[src/rtl/rv32_mem_stage.sv]
// rv32_mem_stage: MEM stage with byte-lane store alignment, load extraction and misalignment exceptions
//   EX side  : ex_valid/ex_ready handshake plus EX/MEM fields (address, store data, rd, control)
//   dmem side: single outstanding req/gnt then rvalid/rdata, word-aligned address with byte enables
//   WB side  : registered one-cycle wb_valid pulse with result/rd/reg_write
//   exc side : registered one-cycle exc_valid pulse with cause (4 load, 6 store) and faulting address
module rv32_mem_stage #(
    parameter int XLEN = 32
) (
    input  logic            clk,
    input  logic            rst,
    input  logic            ex_valid,
    output logic            ex_ready,
    input  logic [XLEN-1:0] ex_alu_result,
    input  logic [XLEN-1:0] ex_rs2_data,
    input  logic [4:0]      ex_rd_addr,
    input  logic            ex_reg_write,
    input  logic            ex_mem_read,
    input  logic            ex_mem_write,
    input  logic [1:0]      ex_mem_size,
    input  logic            ex_mem_unsigned,
    input  logic            flush,
    output logic            dmem_req,
    input  logic            dmem_gnt,
    output logic            dmem_we,
    output logic [XLEN-1:0] dmem_addr,
    output logic [3:0]      dmem_be,
    output logic [XLEN-1:0] dmem_wdata,
    input  logic            dmem_rvalid,
    input  logic [XLEN-1:0] dmem_rdata,
    output logic            wb_valid,
    output logic [XLEN-1:0] wb_result,
    output logic [4:0]      wb_rd_addr,
    output logic            wb_reg_write,
    output logic            exc_valid,
    output logic [3:0]      exc_cause,
    output logic [XLEN-1:0] exc_tval
);
    typedef enum logic [1:0] {IDLE, REQ, RESP} state_t;
    state_t state;
    logic [1:0] lane_q;
    logic [1:0] size_q;
    logic [4:0] rd_q;
    logic rw_q;
    logic load_q;
    logic uns_q;
    logic killed_q;
    logic accept;
    logic is_mem;
    logic misaligned;
    logic [1:0] lane;
    logic [3:0] be_n;
    logic [XLEN-1:0] wdata_n;
    logic [XLEN-1:0] shifted;
    logic [XLEN-1:0] load_val;
    assign ex_ready = state == IDLE;
    always_comb begin
        accept = ex_valid && ex_ready && !flush;
        is_mem = ex_mem_read || ex_mem_write;
        lane = ex_alu_result[1:0];
        misaligned = ex_mem_size == 2'd0 ? 1'b0 : ex_mem_size == 2'd1 ? lane[0] : lane != 2'b00;
        be_n = ex_mem_size == 2'd0 ? 4'b0001 << lane : ex_mem_size == 2'd1 ? 4'b0011 << lane : 4'b1111;
        wdata_n = ex_mem_size == 2'd0 ? {4{ex_rs2_data[7:0]}} :
                  ex_mem_size == 2'd1 ? {2{ex_rs2_data[15:0]}} : ex_rs2_data;
        // move the addressed lane down to bit 0, then extend from the access width
        shifted = dmem_rdata >> {lane_q, 3'b000};
        load_val = size_q == 2'd0 ? {{24{!uns_q && shifted[7]}}, shifted[7:0]} :
                   size_q == 2'd1 ? {{16{!uns_q && shifted[15]}}, shifted[15:0]} : shifted;
    end
    always_ff @(posedge clk) begin
        if (rst) begin
            state <= IDLE;
            lane_q <= '0;
            size_q <= '0;
            rd_q <= '0;
            rw_q <= 1'b0;
            load_q <= 1'b0;
            uns_q <= 1'b0;
            killed_q <= 1'b0;
            dmem_req <= 1'b0;
            dmem_we <= 1'b0;
            dmem_addr <= '0;
            dmem_be <= '0;
            dmem_wdata <= '0;
            wb_valid <= 1'b0;
            wb_result <= '0;
            wb_rd_addr <= '0;
            wb_reg_write <= 1'b0;
            exc_valid <= 1'b0;
            exc_cause <= '0;
            exc_tval <= '0;
        end else begin
            wb_valid <= 1'b0;
            exc_valid <= 1'b0;
            case (state)
                IDLE: if (accept) begin
                    if (!is_mem) begin
                        wb_valid <= 1'b1;
                        wb_result <= ex_alu_result;
                        wb_rd_addr <= ex_rd_addr;
                        wb_reg_write <= ex_reg_write && ex_rd_addr != 5'd0;
                    end else if (misaligned) begin
                        exc_valid <= 1'b1;
                        exc_cause <= ex_mem_read ? 4'd4 : 4'd6;
                        exc_tval <= ex_alu_result;
                    end else begin
                        lane_q <= lane;
                        size_q <= ex_mem_size;
                        rd_q <= ex_rd_addr;
                        rw_q <= ex_reg_write;
                        load_q <= ex_mem_read;
                        uns_q <= ex_mem_unsigned;
                        killed_q <= 1'b0;
                        dmem_req <= 1'b1;
                        dmem_we <= ex_mem_write;
                        dmem_addr <= {ex_alu_result[XLEN-1:2], 2'b00};
                        dmem_be <= be_n;
                        dmem_wdata <= wdata_n;
                        state <= REQ;
                    end
                end
                REQ: if (dmem_gnt) begin
                    // a granted access always completes; flush only suppresses its retirement
                    dmem_req <= 1'b0;
                    killed_q <= flush;
                    state <= load_q ? RESP : IDLE;
                    if (!load_q && !flush) begin
                        wb_valid <= 1'b1;
                        wb_rd_addr <= rd_q;
                        wb_reg_write <= 1'b0;
                    end
                end else if (flush) begin
                    dmem_req <= 1'b0;
                    state <= IDLE;
                end
                RESP: if (dmem_rvalid) begin
                    state <= IDLE;
                    if (!killed_q && !flush) begin
                        wb_valid <= 1'b1;
                        wb_result <= load_val;
                        wb_rd_addr <= rd_q;
                        wb_reg_write <= rw_q && rd_q != 5'd0;
                    end
                end else if (flush) begin
                    killed_q <= 1'b1;
                end
                default: state <= IDLE;
            endcase
        end
    end
endmodule

[config.mk]
export PLATFORM = sky130hd
export DESIGN_NAME = rv32_mem_stage
export DESIGN_NICKNAME = d
export VERILOG_FILES = /design/src/rtl/rv32_mem_stage.sv
export SDC_FILE = /design/constraint.sdc
export NUM_CORES = 1
export LEC_CHECK = 0
export BUFFER_PORTS_ARGS = -buffer_cell sky130_fd_sc_hd__buf_2
export CAP_MARGIN = 30
export CORE_MARGIN = 2
export CORE_UTILIZATION = 54
export CTS_CLUSTER_SIZE = 30
export DETAILED_ROUTE_END_ITERATION = 8
export PLACE_DENSITY = 0.93
export SLEW_MARGIN = 20
export SYNTH_ARGS = -nofsm -noshare
export SYNTH_HDL_FRONTEND = slang
export SYNTH_SLANG_ARGS = --single-unit
[constraint.sdc]
create_clock -name clk -period 5.4 [get_ports clk]
set_input_delay 1.62 -clock clk [delete_from_list [all_inputs] [get_ports clk]]
set_output_delay 1.62 -clock clk [all_outputs]
set_load 0.1 [all_outputs]
## Word level (Yosys, flattened, before mapping)

Cells that the tools add are included.

- Register bits: 159
- Latch bits: 0
- Memory bits (writable): 0
- Memory bits (read-only): 0
- Output and inout bits: 147
- Logic and storage cells: 129
- Memories kept: 0

- Add/subtract/negate cells: 0
- Multipliers: 0
- Divide/modulo/power cells: 0
- Magnitude comparators: 0
- Eq/ne operators: 15
- Shift-type cells: 3
- Multiplexer cells: 57
- Bitwise operators: 4
- Reductions and logical operators: 30

Operators with widths:

| kind | count |
|---|---|
| two-way mux 32 bit | 8 |
| one-hot mux 32 bit (2 select lines) | 1 |
| >> shifter 32 x 5 -> 32 bit | 1 |
| two-way mux 5 bit | 6 |
| two-way mux 1 bit | 26 |
| two-way mux 2 bit | 8 |
| inequality test 2 bit (second input constant) | 8 |
| one-hot mux 5 bit (3 select lines) | 1 |
| AND reduction 5 bit | 3 |
| AND reduction 7 bit | 2 |
| nonzero test 5 bit | 2 |
| one-hot mux 1 bit (3 select lines) | 3 |
| logical AND 1 bit | 8 |
| two-way mux 4 bit | 2 |
| AND reduction 4 bit | 2 |
| == test 2 x 1 -> 1 bit (second input constant) | 3 |
| zero test 2 bit | 3 |
| one-hot mux 2 bit (3 select lines) | 1 |
| nonzero test 2 bit | 3 |
| zero test 1 bit | 4 |
| inequality test 2 x 1 -> 1 bit (second input constant) | 2 |
| NOT 1 bit | 4 |
| OR reduction 4 bit | 1 |
| << shifter 1 x 2 -> 4 bit (first input constant) | 1 |
| 6 further kinds | 6 |

## Longest topological paths before layout

- Depth after elaboration: 7
- Depth in mapped cells: 10

## Worst setup path before layout

No wires, ideal clock.

- Path type: input to register
- Start point: in flush
- End point: reg wb_result[22]
- Setup time: 0.147 ns
- Arrival: 2.995 ns
- Data required time: 5.253 ns
- Setup slack: 2.258 ns
- Stages: 6
- Cells stage by stage: buf_6 -> or4b_4 -> a22oi_4 -> o311a_4 -> buf_8 -> a221oi_2

- Word-level cells in the longest chain between the ends: 4
- Elaborated cells on any way between the ends: 6

RTL lines:

| item | line | text |
|---|---|---|
| from (decl) | 21 | `input logic flush,` |
| zero test 1 bit * | 57, 137 |  |
| logical AND 1 bit, on equally long branches | 137, 57 |  |
| inequality test 2 bit (no line) / inequality test 2 x 1 -> 1 bit (equally long branches) | - |  |
| AND reduction 5 bit (no line) * | - |  |
| to (signal assigned) | 98 | `wb_result <= ex_alu_result;` |
| to (signal assigned) | 139 | `wb_result <= load_val;` |
| to (decl) | 31 | `output logic [XLEN-1:0] wb_result,` |

Every way passes the cells marked *; elsewhere a longest branch is shown, timed or not.
A chain may end at the register's enable or synchronous reset.

## Final worst setup path

- Start point: reg state[0]
- End point: out ex_ready

- Word-level cells in the longest chain between the ends: 1

RTL lines:

| item | line | text |
|---|---|---|
| from (decl) | 39 | `state_t state;` |
| from (signal assigned) | 125 | `state <= load_q ? RESP : IDLE;` |
| zero test 2 bit | 55 | `assign ex_ready = state == IDLE;` |
| to (decl) | 12 | `output logic ex_ready,` |

Every way passes these cells.

==> metrics.md <==
| Metric | Value |
|---|---|
| Status | `finished, final reports clean` |
| Sequential element share of the synthesized area | `a little over two fifths` |
| Fin Clk Skew | `approximately 0.011 ns` |
| Routed via count | `between 7000 and 8000` |
| Post-synth EDFFs | `0` |
| CP Capture Type | `output port` |
| CP Data Arrival Time | `1.80 ns` |
| Hold-fix buffers at CTS | `0` |
| DIE AREA | `about 0.014 mm²` |
| Largest net degree at the start of global routing | `84` |
| First-pass GRT wire length | `between 30000 and 40000 µm` |
| Global Route Usage Sum | `~30%` |
| Layout cells sized above 1 | `a little under a third` |
| Clk_lat worst skew | `0.42 ns` |
| Filler cell count | `~1100` |
| Normalized max-slew margin | `between 40% and 50%` |
| WS Path Type | `register to output port` |
| Top cells by area, synth | `dfxtp_1, nand2_1, a21oi_1, mux2i_1, clkbuf_1` |
| Port Buffers | `roughly 260` |
| WL/cell | `17.5 µm` |
| Crit share post-route | `63.4%` |
| RSZ-0062 raised after global routing | `no` |
| Leak Pwr | `~3.8 nW` |
| Worst path max stage delay | `between 0.5 and 0.6 ns` |
| Min-Delay Path Class | `register to register` |
| Clock buffer count from CTS | `17` |
| Reg2reg path depth | `7` |
| Placeable Area | `around 0.013 mm²` |
| Register bit count reported by yosys | `~160` |
| DR pass1 iterations | `8` |
| WP depth | `3` |
| Synth cell types | `between 50 and 60` |
| Routability cong. | `just over 0.9` |
| Cell accounting for the most synthesized area | `dfxtp_1` |
| Fin Setup TNS | `0 ns` |
| Root Driver | `clkbuf_16` |
| Setup violators final | `0` |
| Area delta synth->final | `25.1%` |
| Synth top area share | `between 40% and 50%` |
| Max-slew violations | `0` |
| Startpoint types | `register` |
| Worst hold stages | `2` |
| Crit path required time | `approximately 3.8 ns` |
| Die Y | `roughly 120 µm` |
| Post-CTS sizing | `0` |
| Synthesized area per cell | `approximately 8.3 µm²` |
| Post-synth ARST share | `0%` |
| Pwr per Cell Area | `340 mW/mm²` |
| DRC | `0` |
| Clock sinks | `around 160` |
| Crit-path max FO | `10` |
| Critical path's top delay family | `buffers and inverters` |
| Post-Layout Cell Count | `around 1300` |
| Vias per cell | `~5.8` |
| Post-route ant nets | `0` |
| Post-Syn Area | `0.00723 mm²` |
| Ys Warns | `0` |
| CTS Buffer Depth | `2` |
| WL final | `between 20000 and 25000 µm` |
| Number of max-cap violations | `0` |
| Num rows | `between 40 and 50` |
| H-tree levels | `4` |
| CP cell instances | `inv_1 > ha_1 > buf_2` |
| Initial Utilization | `between 50% and 60%` |
| Synth Instances | `868` |
| Congestion Overflow GR | `0` |
| CTS tree | `built` |
| Vias in the first global route | `about 7000` |
| Slowest stage cell, crit path | `buf_2` |
| Post-CTS setup buffer count | `0` |
| Placed insts | `between 1000 and 1500` |
| Die X | `120 µm` |
| Clock transition at path regs | `approximately 0.07 ns` |
| Bufs and invs on worst path | `2` |
| DR iter-0 viols | `700` |
| Dominant synthesized flop cell | `dfxtp_1` |
| Hold Vio Cnt, Final | `0` |
| Worst-margin pin slew | `approximately 0.87 ns` |
| I/O pin total | `260` |
| Min cycle time layout | `3.42 ns` |
| Post-DP HPWL | `~15000 µm` |
| Worst VDD drop | `between 0.2 and 0.3 mV` |
| Initial antenna violation count | `2` |
| Max Freq | `roughly 0.29 GHz` |
| Final net count | `approximately 1200` |
-- metrics by stage --
stage | util [%] | total power [mW] | area [µm²] | setup slack, ns | hold slack [ns]
2_1_floorplan | - | 1.83 | 7250 | 2.26 | 0.437
3_3_place_gp | 64.6 | 1.97 | 8480 | 1.84 | 0.439
3_5_place_dp | 64.6 | 1.98 | 8480 | 1.80 | 0.444
4_1_cts | 68.7 | 3.09 | 9030 | 1.97 | 0.452
5_1_grt | 68.9 | 3.18 | 9050 | 1.89 | 0.469
6_report | 68.9 | 3.08 | 9050 | 1.98 | 0.452
-- state kept, by name, summed over array words and instances, names as in the netlist, 2 cells and up --
register and flops:
rd_q 5, dmem_addr 30, state 2, exc_cause 2, wb_result 32, dmem_be 4, wb_rd_addr 5, dmem_wdata 32
lane_q 2, exc_tval 32, size_q 2
-- layout by cell type, fill, tap and decap left out, types with 3 or more instances in the layout --
cell type,netlist,routed
buf_2,10,254
nand2_1,229,229
dfxtp_1,157,157
a21oi_1,129,129
o21ai_0,36,36
mux2i_1,33,33
nor2_1,29,29
o211ai_1,20,20
a311oi_1,17,17
clkbuf_16,0,17
buf_4,7,13
o21ai_1,12,12
a221oi_2,12,12
a211oi_1,11,11
nand3b_1,10,10
nand3_1,10,10
inv_1,8,8
mux4_2,8,8
mux2_2,8,8
ha_1,8,8
inv_6,0,6
nor2b_1,5,5
nand2b_1,4,4
a221oi_1,4,4
conb_1,1,4
clkinvlp_4,0,4
or2_2,3,3
o22ai_1,3,3
nor4b_1,3,3
-- routing by layer --
metal	GRT usage [%]	vias up	part of all wire, %
li1	-	3474	-
met1	38.0	3463	40
met2	50.6	378	49
met3	8.13	78	7.9
met4	13.3	0	3.7
met5	0	-	0
-- cell usage after synthesis, drive strengths merged, types with 2 or more instances --
cell      n
a211oi   12
a21oi   130
a221oi   16
a22oi     2
a311oi   17
and3b     2
buf      26
clkbuf   51
dfxtp   157
ha        8
inv       8
mux2      8
mux2i    33
mux4      8
nand2   229
nand2b    4
nand3    10
nand3b   10
nand4     2
nor2     29
nor2b     5
nor4b     3
o211a     2
o211ai   20
o21ai    48
o22ai     3
o31ai     2
or2       3
or3b      2
or4       2
-- report_power, final --
part           switching, mW  total (mW)  internal (mW)  leakage [nW]
clock network          0.504        1.11          0.608         0.261
logic                  0.578       0.724          0.147          2.23
registers             0.0296        1.24           1.21          1.28
-- path summary, 6_finish.rpt --
| path | to | slack (ns) | start |
|---|---|---|---|
| worst min register to register | dmem_wdata[30] | 0.45 | dmem_wdata[30] |
| worst max register to register | dmem_wdata[13] | 2.86 | state[0] |
| worst max-delay path | ex_ready | 1.98 | state[0] |
| worst min-delay path | dmem_wdata[30] | 0.45 | dmem_wdata[30] |
-- cell type report --
type / instances / area [µm²] / share of cell area (%)
repair buffers: 268 / 1380 / 15.3
inverters: 9 / 33.8 / 0.373
well taps: 176 / 220 / 2.43
flip-flops and latches: 157 / 3140 / 34.7
clock buffers: 18 / 439 / 4.85
clock inverters: 14 / 110 / 1.22
multi-input cells: 628 / 3710 / 41.0
diodes: 2 / 5.00 / 0.0553
-- worst min-delay path, cell delays in order, from the launching register on --
cell	delay, ns
dfxtp_1	0.31
nand2_1	0.05
a21oi_1	0.05
-- logic make-up after synthesis --
logic type               count (synthesis)  share of synthesized area (%)
AND/OR/NAND/NOR                        307                           18.3
AO/OA/AOI/OAI                          260                           23.1
flip-flops                             157                           43.4
multiplexers                            49                           8.30
adder cells (fa/ha/maj)                  8                           1.38
other                                    1                         0.0518
buffers and inverters                   86                           5.47
(Power assumes the default switching activity.)
